### src/rtl/instr_fetch_if.sv
`default_nettype none
// ============================================================================
// Module   : instr_fetch_if
// Purpose  : Bundles the fetch-stage control, program-load and output signals
//            shared between instr_fetch and whatever drives it.
// Modports : master - drives stall/redirect/program-load, observes fetch outputs
//            slave  - the fetch stage itself
// Signals  : stall, redirect, redirect_pc[31:0], ld_en, ld_addr[ADDR_W-1:0],
//            ld_data[31:0], instr[31:0], pc[31:0], pc_plus4[31:0],
//            instr_valid, err
// Revision : 1.0 - initial release
// ============================================================================
interface instr_fetch_if #(
  parameter int MEM_DEPTH = 64,
  parameter int ADDR_W    = $clog2(MEM_DEPTH)
);
  logic              stall;
  logic              redirect;
  logic [31:0]       redirect_pc;
  logic              ld_en;
  logic [ADDR_W-1:0] ld_addr;
  logic [31:0]       ld_data;
  logic [31:0]       instr;
  logic [31:0]       pc;
  logic [31:0]       pc_plus4;
  logic              instr_valid;
  logic              err;

  modport master (
    output stall, redirect, redirect_pc, ld_en, ld_addr, ld_data,
    input  instr, pc, pc_plus4, instr_valid, err
  );

  modport slave (
    input  stall, redirect, redirect_pc, ld_en, ld_addr, ld_data,
    output instr, pc, pc_plus4, instr_valid, err
  );
endinterface
`default_nettype wire

### src/rtl/instr_fetch.sv
`default_nettype none
// ============================================================================
// Module   : instr_fetch
// Purpose  : Instruction fetch stage with an internal program memory that is
//            written through a load port. Fetches one word per unstalled
//            cycle, supports redirects (one-cycle bubble) and halts with a
//            sticky error on a misaligned redirect target.
// Ports    : clk        - clock, rising edge
//            rst        - asynchronous active-high reset
//            bus        - instr_fetch_if.slave (stall/redirect/load inputs,
//                         instr/pc/pc_plus4/instr_valid/err outputs)
// Revision : 1.0 - initial release
// ============================================================================
module instr_fetch #(
  parameter int          MEM_DEPTH = 64,
  parameter logic [31:0] RESET_PC  = 32'h0000_0000
) (
  input  logic clk,
  input  logic rst,
  instr_fetch_if.slave bus
);
  localparam int ADDR_W = $clog2(MEM_DEPTH);

  typedef enum logic [1:0] {
    BOOT = 2'd0,
    RUN  = 2'd1,
    HALT = 2'd2
  } state_t;

  state_t      state, state_nxt;
  logic [31:0] fpc, fpc_nxt;
  logic [31:0] instr_q, instr_nxt;
  logic [31:0] pc_q, pc_nxt;
  logic        valid_q, valid_nxt;
  logic        err_q, err_nxt;

  // Program memory; deliberately not reset so a program can be loaded while
  // the core is held in reset.
  logic [31:0] mem [MEM_DEPTH];

  // Upper fetch-address bits are ignored: fetch wraps around the memory.
  logic [ADDR_W-1:0] fetch_idx;
  logic [31:0]       fetch_word;
  assign fetch_idx  = fpc[ADDR_W+1:2];
  assign fetch_word = mem[fetch_idx];

  // The fetch register samples fetch_word at the same edge as this write,
  // so a colliding load/fetch returns the old word.
  always_ff @(posedge clk) begin
    if (bus.ld_en) begin
      mem[bus.ld_addr] <= bus.ld_data;
    end
  end

  always_ff @(posedge clk or posedge rst) begin
    if (rst) begin
      state   <= BOOT;
      fpc     <= RESET_PC;
      instr_q <= 32'h0000_0000;
      pc_q    <= RESET_PC;
      valid_q <= 1'b0;
      err_q   <= 1'b0;
    end else begin
      state   <= state_nxt;
      fpc     <= fpc_nxt;
      instr_q <= instr_nxt;
      pc_q    <= pc_nxt;
      valid_q <= valid_nxt;
      err_q   <= err_nxt;
    end
  end

  always_comb begin
    state_nxt = state;
    fpc_nxt   = fpc;
    instr_nxt = instr_q;
    pc_nxt    = pc_q;
    valid_nxt = valid_q;
    err_nxt   = err_q;

    unique case (state)
      BOOT: begin
        // Single settling cycle before the first fetch.
        valid_nxt = 1'b0;
        state_nxt = RUN;
      end
      RUN: begin
        if (bus.redirect) begin
          // Redirect wins over stall; the target is fetched next cycle.
          instr_nxt = 32'h0000_0000;
          valid_nxt = 1'b0;
          if (bus.redirect_pc[1:0] != 2'b00) begin
            state_nxt = HALT;
            err_nxt   = 1'b1;
          end else begin
            fpc_nxt = bus.redirect_pc;
          end
        end else if (!bus.stall) begin
          instr_nxt = fetch_word;
          pc_nxt    = fpc;
          valid_nxt = 1'b1;
          fpc_nxt   = fpc + 32'd4;
        end
      end
      HALT: begin
        // Terminal until reset.
        instr_nxt = 32'h0000_0000;
        valid_nxt = 1'b0;
        err_nxt   = 1'b1;
      end
      default: begin
        state_nxt = HALT;
        instr_nxt = 32'h0000_0000;
        valid_nxt = 1'b0;
        err_nxt   = 1'b1;
      end
    endcase
  end

  assign bus.instr       = instr_q;
  assign bus.pc          = pc_q;
  assign bus.pc_plus4    = pc_q + 32'd4;
  assign bus.instr_valid = valid_q;
  assign bus.err         = err_q;

endmodule
`default_nettype wire

### src/flat_wrapper.sv
// flat-port wrapper written by rule: the top's interface ports become plain ports
module instr_fetch_flat 
#(
  parameter int          MEM_DEPTH = 64,
  parameter logic [31:0] RESET_PC  = 32'h0000_0000
)
  (clk, rst, bus_stall, bus_redirect, bus_redirect_pc, bus_ld_en, bus_ld_addr, bus_ld_data, bus_instr, bus_pc, bus_pc_plus4, bus_instr_valid, bus_err);
  instr_fetch_if #(.MEM_DEPTH(MEM_DEPTH)) bus_i ();
  input  logic clk;
  input  logic rst;
  input wire logic [$bits(bus_i.stall)-1:0] bus_stall;
  input wire logic [$bits(bus_i.redirect)-1:0] bus_redirect;
  input wire logic [$bits(bus_i.redirect_pc)-1:0] bus_redirect_pc;
  input wire logic [$bits(bus_i.ld_en)-1:0] bus_ld_en;
  input wire logic [$bits(bus_i.ld_addr)-1:0] bus_ld_addr;
  input wire logic [$bits(bus_i.ld_data)-1:0] bus_ld_data;
  output wire logic [$bits(bus_i.instr)-1:0] bus_instr;
  output wire logic [$bits(bus_i.pc)-1:0] bus_pc;
  output wire logic [$bits(bus_i.pc_plus4)-1:0] bus_pc_plus4;
  output wire logic [$bits(bus_i.instr_valid)-1:0] bus_instr_valid;
  output wire logic [$bits(bus_i.err)-1:0] bus_err;
  assign bus_i.stall = bus_stall;
  assign bus_i.redirect = bus_redirect;
  assign bus_i.redirect_pc = bus_redirect_pc;
  assign bus_i.ld_en = bus_ld_en;
  assign bus_i.ld_addr = bus_ld_addr;
  assign bus_i.ld_data = bus_ld_data;
  assign bus_instr = bus_i.instr;
  assign bus_pc = bus_i.pc;
  assign bus_pc_plus4 = bus_i.pc_plus4;
  assign bus_instr_valid = bus_i.instr_valid;
  assign bus_err = bus_i.err;
  instr_fetch #(.MEM_DEPTH(MEM_DEPTH), .RESET_PC(RESET_PC)) u_core (.clk(clk), .rst(rst), .bus(bus_i));
endmodule
### config.mk
export PLATFORM = sky130hd
export DESIGN_NAME = instr_fetch_flat
export DESIGN_NICKNAME = d
export VERILOG_FILES = /design/src/rtl/instr_fetch_if.sv /design/src/rtl/instr_fetch.sv /design/src/flat_wrapper.sv
export SDC_FILE = /design/constraint.sdc
export NUM_CORES = 2
export LEC_CHECK = 0
export CORE_MARGIN = 2
export CORE_UTILIZATION = 56
export DETAILED_ROUTE_END_ITERATION = 10
export PLACE_DENSITY = 0.76
export SKIP_CTS_REPAIR_TIMING = 1
export SLEW_MARGIN = 10
export SYNTH_ARGS = -nofsm -noshare
export SYNTH_HDL_FRONTEND = slang
export SYNTH_SLANG_ARGS = --single-unit
### constraint.sdc
create_clock -name clk -period 3.6 [get_ports clk]
set_input_delay 0.9 -clock clk [delete_from_list [all_inputs] [get_ports clk]]
set_output_delay 0.9 -clock clk [all_outputs]
set_load 0.1 [all_outputs]
==> flow_summary.yaml <==
timing:
  slew_headroom_pct: 16.8
  fmax_ghz: 0.262
  worst_slack_ns: -0.223
  maxSlewViolCount: 0
  setup_viol: 12
  min_period_over_period_pct: 106
  hold_slack_ns: 0.389
  hold_viol: 0
  fin_tns_setup_ns: -1.68
  final.min_clock_period_ns: 3.82
  rsz0062_at_grt: "yes"
  worst_slew_pin_slew_ns: 1.25
  fin_worst_skew_ns: 0.0523
layout:
  nets: 4452
  regArea_um2: 64000
  fillers: 9032
  area_growth_pct: 16.5
  stdcell_count: 6483
  multi_input_area_um2: 19100
  drive_above_1_share_pct: 31.2
logic_synthesis:
  yosysWarningCount: 0
  syn-num-nets: 3990
  syn_avg_cell_area_um2: 21.3
  syn_area_um2: 83300
  async_reset_ff_share_pct: 4.66
  synth_top_flop_cell: "edfxtp_1"
  syn_inst: 3913
  ys_seq_area_share_pct: 76.9
  synthDistinctLibCells: 62
  synth_seq_cells: 2148
  synth_edf_count: 2048
die:
  fp-row-count: 141
  core_area_um2: 148000
  die-area_um2: 152000
  num_io_pins: 173
  die_x_um: 390
  start_util_pct: 56.4
  die_h_um: 390
outcome:
  status: "complete, but fails checks"
  violations: "setup timing"
global_routing:
  grt_max_degree: 65
  gr-total-overflow: 0
  grt_pass1_wl_mm: 316
  grt_pass1_vias: 43500
  antenna_found_initial: 16
  grt.total_usage_pct: 29.6
clock_tree:
  cts_root_buffer: "clkbuf_16"
  cts_sinks: 2148
  cts_inserted_buffers: 203
  worstSkewPairLatency_ns: 0.85
  cts_buffer_depth: 3
  clk_pin_slew_ns: 0.06
  cts_tree: "done"
  cts_max_level: 4
detailed_routing:
  vias: 44000
  vias_per_cell: 6.79
  drc: 0
  drt_iter0_drc: 6746
  dr.pass1.iters: 6
  ant_nets: 0
  routed_wl_mm: 224
  routedWlPerCell_um: 34.5
power:
  combPwrFrac_pct: 25.4
  cellLeakagePower_nw: 31.3
  ir_worst_vdd_v: 0.000647
  switching_share_pct: 29.7
  power_density_nw_per_um2: 692
  pwr-share-seq_pct: 42.3
  clock_power_share_pct: 32.2
  net-switching-power_mw: 19.9
  finalPower_mw: 67.1
  intPower_mw: 47.2
worst_setup_path:
  cp-end-kind: "output pin"
  worstPathCellList: "nand4_1, or3_4, nor3_4, buf_6, nand3_4, xnor2_4, buf_12"
  crit_fanout: 6
  crit_type: "reg2out"
  critPathSlowestCell: "or3_4"
  required_ns: 2.70
  start_kind: "flop"
  arrival_ns: 2.92
  slowest_delay_ns: 0.47
placed_design:
  post-place-ws_ns: 0.342
  portBuffers: 172
  dp.cells: 6079
  hpwlAfterDp_mm: 135
  gp_congestion: 0.923
min_path:
  hp-class: "in2async"
job:
  cap_violations: 0
-- metal layers --
layer  share of wire [%]  up-vias  track usage (%)
met5               0.022        -                0
met4                 4.6        8             12.4
met3                  12      489             7.74
met2                  48     3169             46.3
met1                  35    23000             40.2
li1                    -    17300                -
-- cell usage after synthesis (all sizes together), types with 8 or more instances --
cell type | number | area [um2]
a21oi | 39 | 195
a221o | 13 | 130
a221oi | 25 | 219
a22oi | 66 | 495
a31oi | 18 | 113
and2 | 8 | 50.1
and3 | 8 | 50.1
and4 | 11 | 96.3
buf | 138 | 846
clkbuf | 80 | 300
dfrtp | 100 | 2500
edfxtp | 2048 | 61500
inv | 11 | 41.3
mux2 | 29 | 327
mux2i | 169 | 1690
mux4 | 499 | 11200
nand2 | 189 | 709
nand3 | 63 | 315
nand4 | 22 | 138
nor2 | 122 | 458
nor2b | 16 | 100
nor3 | 15 | 80.1
o211ai | 22 | 165
o21a | 8 | 60.1
o21ai | 45 | 225
o221ai | 19 | 166
o22ai | 26 | 163
xnor2 | 20 | 175
xor2 | 8 | 70.1
-- power by group through the flow --
stage / logic, mW / clock network, mW / registers (mW)
after global placement: 16.6 / 0 / 28.9
after global routing: 17.6 / 22.7 / 28.4
after CTS: 16.9 / 21.8 / 28.4
after floorplan: 10.5 / 0 / 29.1
after detailed placement: 16.8 / 0 / 28.9
final: 17.1 / 21.6 / 28.4
-- logic make-up (layout without fill, tap and decap cells) --
| logic type | count (synthesis) | after routing | synth area share [%] |
|---|---|---|---|
| flops | 2148 | 2148 | 76.9 |
| mux | 697 | 697 | 15.9 |
| simple gates | 478 | 478 | 2.60 |
| compound gates | 331 | 331 | 2.84 |
| buf+inv | 229 | 863 | 1.43 |
| xor+xnor | 28 | 28 | 0.295 |
| fa+ha+maj | 2 | 2 | 0.0301 |
| other cells | 0 | 6 | 0 |
-- worst max-delay path: cells and delay by family, from the launching register on --
kind / cells / cell delay, ns
xor+xnor: 1 / 0.21
flops: 1 / 0.45
simple gates: 4 / 1.04
buf+inv: 2 / 0.36
-- per-stage QoR --
stage / utilization [%] / instance area, um2
after floorplan: - / 83600
after global placement: 60.9 / 89900
after detailed placement: 60.9 / 89900
after CTS: 65.5 / 96700
after global routing: 65.7 / 97000
final: 65.7 / 97000
-- cell type report --
type | count | area share (%)
antenna | 6 | 0.0155
clock buffer | 246 | 5.56
clock inverter | 131 | 1.41
inverter | 11 | 0.0477
multi-input combinational | 1536 | 19.6
sequential | 2148 | 66.0
tap | 1930 | 2.49
timing repair buffer | 475 | 4.84
-- worst paths after layout --
check | start | to | slack (ns) | depth (start not counted)
max reg2reg | u_core.fpc[2] | u_core.bus.instr[17] | 0.28 | 8
min | rst | u_core.bus.instr_valid | 0.39 | 2
max in group asynchronous | rst | u_core.bus.instr[6] | 2.44 | 3
max | u_core.bus.pc[5] | bus_pc_plus4[27] | -0.22 | 7
min reg2reg | u_core.bus.err | u_core.bus.err | 0.49 | 1
min in group clk | u_core.bus.err | u_core.bus.err | 0.49 | 1
-- cells in the final DEF (no fill, tap or decap), types with 26 or more instances in the layout --
master / count
dfrtp_1: 76
a22oi_1: 66
nand2_1: 186
clkdlybuf4s50_1: 41
mux2i_1: 169
edfxtp_1: 2048
buf_2: 31
o22ai_1: 26
clkbuf_1: 31
a21oi_1: 38
buf_4: 311
clkinv_2: 42
mux2_2: 29
buf_12: 87
o21ai_0: 44
clkbuf_16: 206
nor2_1: 53
nor2_4: 66
mux4_2: 497
clkinv_1: 40
nand3_1: 59
-- sequential cells by signal, summed over array words and instances, names as in the netlist --
signal,cells
u_core.state,2
u_core.fpc,32
u_core.bus.instr,32
u_core.bus.instr_valid,1
u_core.bus.err,1
u_core.mem,2048
u_core.bus.pc,32
No activity file was read; power rests on OpenSTA's default activity.
